### src/rtl/gng_pkg.sv
// Gaussian noise generator package: widths, CLT constants, default seeds,
// the taus88 state type and its next-state step.
package gng_pkg;

  localparam int unsigned URNG_W     = 32;
  localparam int unsigned OUT_W      = 16;
  localparam int unsigned CLT_N      = 8;     // bytes summed per sample
  localparam int unsigned CLT_OFFSET = 1020;  // CLT_N * 255 / 2
  localparam int unsigned OUT_SHIFT  = 4;
  localparam int unsigned SUM_W      = 11;    // holds 0..2040
  localparam int unsigned DIFF_W     = OUT_W - OUT_SHIFT;

  localparam logic [3*URNG_W-1:0] SEED0_DEF = 96'h12345678_9ABCDEF0_0F1E2D3C;
  localparam logic [3*URNG_W-1:0] SEED1_DEF = 96'h2468ACE0_13579BDF_DEADBEEF;
  localparam logic [3*URNG_W-1:0] SEED2_DEF = 96'hCAFEBABE_0BADF00D_87654321;
  localparam logic [3*URNG_W-1:0] SEED3_DEF = 96'hFEEDFACE_55AA55AA_C0FFEE11;

  // Packed so that a 96-bit seed {s1,s2,s3} maps straight onto the state.
  typedef struct packed {
    logic [URNG_W-1:0] s1;
    logic [URNG_W-1:0] s2;
    logic [URNG_W-1:0] s3;
  } taus_state_t;

  // One taus88 step; all shifts are logical.
  function automatic taus_state_t taus88_step(input taus_state_t s);
    taus_state_t       n;
    logic [URNG_W-1:0] b1;
    logic [URNG_W-1:0] b2;
    logic [URNG_W-1:0] b3;
    b1   = ((s.s1 << 13) ^ s.s1) >> 19;
    n.s1 = ((s.s1 & 32'hFFFF_FFFE) << 12) ^ b1;
    b2   = ((s.s2 << 2) ^ s.s2) >> 25;
    n.s2 = ((s.s2 & 32'hFFFF_FFF8) << 4) ^ b2;
    b3   = ((s.s3 << 3) ^ s.s3) >> 11;
    n.s3 = ((s.s3 & 32'hFFFF_FFF0) << 17) ^ b3;
    return n;
  endfunction

endpackage

### src/rtl/taus88_urng.sv
// taus88 uniform random number generator.
// Ports:
//   clk   - rising-edge clock
//   reset - asynchronous active-high reset, loads SEED
//   u     - 32-bit uniform output, combinational from the registered state
module taus88_urng
  import gng_pkg::*;
#(
  parameter logic [3*URNG_W-1:0] SEED = SEED0_DEF
) (
  input  logic              clk,
  input  logic              reset,
  output logic [URNG_W-1:0] u
);

  taus_state_t r_state;

  always_ff @(posedge clk or posedge reset) begin
    if (reset) begin
      r_state <= taus_state_t'(SEED);
    end else begin
      r_state <= taus88_step(r_state);
    end
  end

  assign u = r_state.s1 ^ r_state.s2 ^ r_state.s3;

endmodule

### src/rtl/top_gng.sv
// Free-running Gaussian noise generator. Two taus88 URNGs per channel feed a
// central-limit adder tree (sum of 8 bytes), which is centred and scaled into
// a registered 16-bit two's-complement sample every clock.
// Ports:
//   clk   - rising-edge clock
//   reset - asynchronous active-high reset, clears outputs and reseeds URNGs
//   x0    - Gaussian sample 0 (URNG0/URNG1)
//   x1    - Gaussian sample 1 (URNG2/URNG3)
module top_gng
  import gng_pkg::*;
#(
  parameter logic [3*URNG_W-1:0] SEED0 = SEED0_DEF,
  parameter logic [3*URNG_W-1:0] SEED1 = SEED1_DEF,
  parameter logic [3*URNG_W-1:0] SEED2 = SEED2_DEF,
  parameter logic [3*URNG_W-1:0] SEED3 = SEED3_DEF
) (
  input  logic             clk,
  input  logic             reset,
  output logic [OUT_W-1:0] x0,
  output logic [OUT_W-1:0] x1
);

  // Byte-sum adder tree, centring, and scaling. 11-bit sum cannot overflow,
  // and the 12-bit difference (-1020..1020) always fits without saturation.
  function automatic logic [OUT_W-1:0] clt_shape(input logic [URNG_W-1:0] ua,
                                                 input logic [URNG_W-1:0] ub);
    logic [2*URNG_W-1:0] w_all;
    logic [8:0]          l1 [4];
    logic [9:0]          l2 [2];
    logic [SUM_W-1:0]    sum;
    logic [DIFF_W-1:0]   diff;
    w_all = {ub, ua};
    for (int i = 0; i < 4; i++) begin
      l1[i] = {1'b0, w_all[16*i +: 8]} + {1'b0, w_all[16*i+8 +: 8]};
    end
    for (int j = 0; j < 2; j++) begin
      l2[j] = {1'b0, l1[2*j]} + {1'b0, l1[2*j+1]};
    end
    sum  = {1'b0, l2[0]} + {1'b0, l2[1]};
    diff = {1'b0, sum} - DIFF_W'(CLT_OFFSET);
    return {diff, {OUT_SHIFT{1'b0}}};
  endfunction

  logic [URNG_W-1:0] w_u0;
  logic [URNG_W-1:0] w_u1;
  logic [URNG_W-1:0] w_u2;
  logic [URNG_W-1:0] w_u3;
  logic [OUT_W-1:0]  r_x0;
  logic [OUT_W-1:0]  r_x1;

  taus88_urng #(.SEED(SEED0)) u_urng0 (.clk(clk), .reset(reset), .u(w_u0));
  taus88_urng #(.SEED(SEED1)) u_urng1 (.clk(clk), .reset(reset), .u(w_u1));
  taus88_urng #(.SEED(SEED2)) u_urng2 (.clk(clk), .reset(reset), .u(w_u2));
  taus88_urng #(.SEED(SEED3)) u_urng3 (.clk(clk), .reset(reset), .u(w_u3));

  always_ff @(posedge clk or posedge reset) begin
    if (reset) begin
      r_x0 <= '0;
      r_x1 <= '0;
    end else begin
      r_x0 <= clt_shape(w_u0, w_u1);
      r_x1 <= clt_shape(w_u2, w_u3);
    end
  end

  assign x0 = r_x0;
  assign x1 = r_x1;

endmodule

### config.mk
export PLATFORM = sky130hd
export DESIGN_NAME = top_gng
export DESIGN_NICKNAME = d
export VERILOG_FILES = /design/src/rtl/gng_pkg.sv /design/src/rtl/taus88_urng.sv /design/src/rtl/top_gng.sv
export SDC_FILE = /design/constraint.sdc
export NUM_CORES = 1
export LEC_CHECK = 0
export ABC_AREA = 0
export CAP_MARGIN = 5
export CORE_ASPECT_RATIO = 2
export CORE_MARGIN = 8
export CORE_UTILIZATION = 38
export CTS_CLUSTER_SIZE = 12
export DETAILED_ROUTE_END_ITERATION = 7
export GPL_ROUTABILITY_DRIVEN = 1
export PLACE_DENSITY = 0.52
export SLEW_MARGIN = 20
export SYNTH_ARGS = -nofsm -noshare
export SYNTH_HDL_FRONTEND = slang
export SYNTH_HIERARCHICAL = 1
export SYNTH_SLANG_ARGS = --single-unit
### constraint.sdc
create_clock -name clk -period 12.94 [get_ports clk]
set_input_delay 1.294 -clock clk [delete_from_list [all_inputs] [get_ports clk]]
set_output_delay 1.294 -clock clk [all_outputs]
set_load 0.05 [all_outputs]
==> Yosys cells after proc, flatten, opt, wreduce, memory -nomap -nowiden <==
Cells that the tools add are included.
{ "word_totals": {"wordCells": 62, "output_inout_bits": 32, "in_bits": 2, "register_bits": 408} }
{ "classes": {"bitwise_logic": 32, "add_sub_neg": 16} }
{ "op_table": {"columns": ["op", "count"], "rows": [
  ["32-bit bitwise XOR", 20],
  ["32-bit by 13-bit bitwise XOR with 32-bit output", 4],
  ["32-bit by 21-bit bitwise XOR with 32-bit output", 4],
  ["32-bit by 7-bit bitwise XOR with 32-bit output", 4],
  ["8-bit by 8-bit adder with 9-bit output", 8],
  ["9-bit by 9-bit adder with 10-bit output", 4],
  ["11-bit by 10-bit subtractor with 12-bit output (second input constant)", 2],
  ["10-bit by 10-bit adder with 11-bit output", 2]
]} }

==> Logic depth before layout (Yosys ltp) <==
{ "logic_depth": {"word_depth": 6, "ltp_mapped": 15, "ltp_nobuf": 15} }

==> Modules after synthesis <==
Netlist, hierarchy kept.
{ "by_module_without_submodules": {"columns": ["mod", "seq_area_each_um2", "cells_per_inst", "area_per_inst_um2", "instances"], "rows": [
  ["top_gng", 600.6, 394, 3993.8, 1],
  ["taus88_urng (u_urng3)", 2474.9, 170, 3598.5, 1],
  ["taus88_urng (u_urng1)", 2472.4, 170, 3595.9, 1],
  ["taus88_urng (u_urng2)", 2464.9, 170, 3588.4, 1],
  ["taus88_urng (u_urng0)", 2462.4, 170, 3585.9, 1]
]} }

==> Worst setup path after synthesis <==
No wires, ideal clock.
{ "synth_timing": {"kind": "reg-to-reg", "start": "register u_urng0/r_state[57] (netlist name)", "end": "register r_x0[13], in the netlist x0[13]", "path_stages_with_launch": 15, "path_slack_ns": 8.570, "synth_period_minus_slack_ns": 4.370, "t_arrival_ns": 4.247, "cell_sequence": "dfstp_2 -> xor3_1 -> inv_1 -> fa_1 -> inv_1 -> fa_1 -> fa_1 -> fa_1 -> ha_1 -> fa_1 -> a21o_1 -> a21oi_1 -> o21bai_1 -> a21bo_2 -> xor2_1"} }
{ "synth_between": {"elab_chain_cells": 6} }
{ "synth_rtl": {"columns": ["item", "line", "text"], "rows": [
  ["start, declared", "taus88_urng.sv:16", "taus_state_t r_state;"],
  ["start signal, assigned", "taus88_urng.sv:20", "r_state <= taus_state_t'(SEED);"],
  ["start signal, assigned", "taus88_urng.sv:22", "r_state <= taus88_step(r_state);"],
  ["32-bit bitwise XOR (2 in a row)", "taus88_urng.sv:26", "assign u = r_state.s1 ^ r_state.s2 ^ r_state.s3;"],
  ["named net w_u0[25]", "top_gng.sv:44", "logic [URNG_W-1:0] w_u0;"],
  ["8-bit by 8-bit adder with 9-bit output", "top_gng.sv:34", "l1[i] = {1'b0, w_all[16*i +: 8]} + {1'b0, w_all[16*i+8 +: 8]};"],
  ["9-bit by 9-bit adder with 10-bit output", "top_gng.sv:37", "l2[j] = {1'b0, l1[2*j]} + {1'b0, l1[2*j+1]};"],
  ["10-bit by 10-bit adder with 11-bit output", "top_gng.sv:39", "sum = {1'b0, l2[0]} + {1'b0, l2[1]};"],
  ["11-bit by 10-bit subtractor with 12-bit output", "top_gng.sv:40", "diff = {1'b0, sum} - DIFF_W'(CLT_OFFSET);"],
  ["end signal, assigned", "top_gng.sv:61", "r_x0 <= clt_shape(w_u0, w_u1);"],
  ["end, declared", "top_gng.sv:48", "logic [OUT_W-1:0] r_x0;"]
]} }
The timed path passes the listed nets, and every way through them passes these cells.

==> Worst setup path after layout <==
{ "layout_timing": {"start": "register u_urng2/r_state[57] (netlist name)", "end": "register r_x1[13], in the netlist x1[13]"} }
{ "layout_between": {"elab_chain_cells": 6} }
{ "layout_rtl": {"columns": ["item", "line", "text"], "rows": [
  ["start, declared", "taus88_urng.sv:16", null],
  ["start signal, assigned", "taus88_urng.sv:20", null],
  ["start signal, assigned", "taus88_urng.sv:22", null],
  ["32-bit bitwise XOR (2 in a row)", "taus88_urng.sv:26", null],
  ["named net w_u2[25]", "top_gng.sv:46", "logic [URNG_W-1:0] w_u2;"],
  ["8-bit by 8-bit adder with 9-bit output", "top_gng.sv:34", null],
  ["9-bit by 9-bit adder with 10-bit output", "top_gng.sv:37", null],
  ["10-bit by 10-bit adder with 11-bit output", "top_gng.sv:39", null],
  ["11-bit by 10-bit subtractor with 12-bit output", "top_gng.sv:40", null],
  ["end signal, assigned", "top_gng.sv:62", "r_x1 <= clt_shape(w_u2, w_u3);"],
  ["end, declared", "top_gng.sv:49", "logic [OUT_W-1:0] r_x1;"]
]} }
The timed path passes the listed nets, and every way through them passes these cells.

==> out/metrics.yaml <==
grt_pass1_vias: 9097
cts_resized: 0
hold_class: "flop to flop"
core.rowCount: 114
slew_headroom: 0.399
portBuffers: 25
start_kind: "flop"
status: "complete, no violations"
yosysUniqueCellTypes: 28
hold_buffers: 0
synth_ff_type: "dfstp_2"
crit_type: "flop to flop"
fin_tns_setup_ps: 0
cp_slowest_cell: "dfstp_2"
drive_above_1_share: 0.238
synth_area_leaders: "dfstp_2 30%, dfrtp_1 27%, xor3_1 17%"
antenna_left: 0
tritoncts: "built"
post_drt_wl_per_cell_um: 20.3
die_h_um: 327
drv_cap: 0
setup_slack_ps: 8200
finalNetCount: 1268
cp-end-kind: "flop"
path_common_cell: "fa_1"
fin_skew_ps: 28.5
synth_warnings: 6
cts.sinks: 408
clkLatencyLatePin_ps: 560
cts_max_path_buffers: 3
dr.pass1.iters: 4
post-route-period-util: 0.366
root_buffer: "clkbuf_16"
totalWireLength_um: 36900
gp_congestion: 0.804
synth_edf_count: 0
maxSlewViolCount: 0
cts_setup_buffers: 0
cts_made_buffers: 42
synth_top_area_share: 0.303
drc: 0
hold_violations: 0
via_count: 7758
synth_commonest_cells: "212 x dfstp_2, 196 x dfrtp_1, 188 x inv_1, 170 x xor2_1, 128 x xor3_1"
final_area_um2: 20700
powerDensity_nw_per_um2: 118
syn_area_per_cell_um2: 17.1
grt_pass1_wl_um: 57400
dp_hpwl_um: 28200
antenna_cells: 0
htreeDepth: 2
worstPathArrival_ps: 5150
synth.most_common_cell: "dfstp_2"
path_max_fanout: 4
die_area_um2: 56000
syn_area_um2: 18400
grt_max_degree: 85
coreArea_um2: 48100
start_util: 0.382
fillers: 4295
fin_crit_ps: 4740
placed_area_um2: 19400
crit_required_ps: 13350
ioPinCount: 34
path_cells: "xor3_1 > inv_1 > fa_1 > inv_1 > fa_1 > fa_1 > fa_1 > ha_1 > fa_1 > a21oi_1 > o22ai_1 > nor4_1 > a21oi_1 > xor2_1"
grt_setup_unrepaired: "false"
synth_seq_area_share: 0.570
antenna_found_initial: 0
grtUsageTotal: 0.139
dp_worst_setup_slack_ps: 8220
synthArstFlopShare: 1.00
total_power_mw: 2.44
synth.largest_area_cell: "dfstp_2"
cpPeakStageDelay_ps: 580
path_clk_slew_ps: 70
worst_pin_slew_ps: 901
setup_viol: 0
ys_seq_elements: 408
drtIter0Drc: 439
layoutNonFillerInstCount: 1818
ir_drop_mv: 0.0713
syn_to_final_growth_pct: 12.6
drt-vias-per-instance: 4.27
die_w_um: 171
gr-total-overflow: 0
synthCells: 1074
p_leak_nw: 10.6
fmax_ghz: 0.211
place_inst: 1740
flip-flops by register name (all words and copies together), names as in the netlist:
signal           cells
u_urng0/r_state     96
u_urng1/r_state     96
u_urng2/r_state     96
u_urng3/r_state     96
x0                  12
x1                  12
critical path: cells and delay by family (launching register included):
kind / cells / cell delay [ps]
adder cells (fa/ha/maj): 6 / 2430
AO/OA/AOI/OAI: 3 / 610
XOR/XNOR: 2 / 590
flip-flops: 1 / 580
AND/OR/NAND/NOR: 1 / 210
buffers and inverters: 2 / 180
metal layers:
layer / routed length [µm] / vias to the layer above / share of wire / GRT usage
li1: - / 3415 / - / -
met1: 16900 / 4157 / 0.46 / 0.197
met2: 17600 / 131 / 0.48 / 0.218
met3: 1420 / 55 / 0.038 / 0.0209
met4: 914 / 0 / 0.025 / 0.0442
met5: 0 / - / 0 / 0
power breakdown:
group	leakage, nW	total (mW)	internal, mW	switching, mW
clock network	0.607	1.13	0.634	0.495
logic	5.08	0.0305	0.00127	0.0292
registers	4.89	1.28	1.28	0
total	10.6	2.44	1.91	0.525
path summary, 6_finish.rpt:
kind	slack (ps)	to	startpoint	cells after the start
min in group asynchronous	1320	u_urng3/r_state[84]$_DFF_PP0_	reset	2
worst max-delay path	8200	x1[13]$_DFF_PP0_	u_urng2/r_state[57]$_DFF_PP1_	14
worst max register to register	8200	x1[13]$_DFF_PP0_	u_urng2/r_state[57]$_DFF_PP1_	14
worst min-delay path	360	u_urng2/r_state[45]$_DFF_PP1_	u_urng2/r_state[41]$_DFF_PP0_	0
max in group asynchronous	10320	u_urng0/r_state[34]$_DFF_PP0_	reset	3
worst min register to register	360	u_urng2/r_state[45]$_DFF_PP1_	u_urng2/r_state[41]$_DFF_PP0_	0
metrics by stage:
stage	util	hold WS, ps
4_1_cts	0.430	357
3_5_place_dp	0.404	358
6_report	0.430	361
3_3_place_gp	0.404	356
2_1_floorplan	-	354
5_1_grt	0.430	367
area by class of cell:
class | instances | area (µm²) | share of cell area
Inverter | 188 | 711 | 0.0344
Clock buffer | 70 | 1200 | 0.0578
Sequential cell | 408 | 10500 | 0.507
Tap cell | 638 | 798 | 0.0386
Clock inverter | 8 | 65.1 | 0.00315
Multi-Input combinational cell | 477 | 7150 | 0.346
Timing Repair Buffer | 29 | 284 | 0.0137
kinds of logic (layout without fill, tap and decap cells):
family          count (synthesis)  after routing  synth area share
flops                         408            408             0.570
xor+xnor                      306            306             0.251
buf+inv                       196            295            0.0417
fa+ha+maj                     120            120             0.122
compound gates                 30             30            0.0114
simple gates                   13             13           0.00382
other cells                     1              8          0.000204
cell usage in the layout (no fill, tap or decap), drive strengths merged, types with 8 or more instances in the layout:
cell type | Yosys | routed
clkinv | 0 | 8
a21oi | 14 | 14
clkbuf | 0 | 70
conb | 1 | 8
dfstp | 212 | 212
fa | 98 | 98
xor3 | 128 | 128
clkdlybuf4s50 | 0 | 25
ha | 22 | 22
xnor2 | 8 | 8
inv | 188 | 187
dfrtp | 196 | 196
xor2 | 170 | 170
No activity file was read; power rests on OpenSTA's default activity.
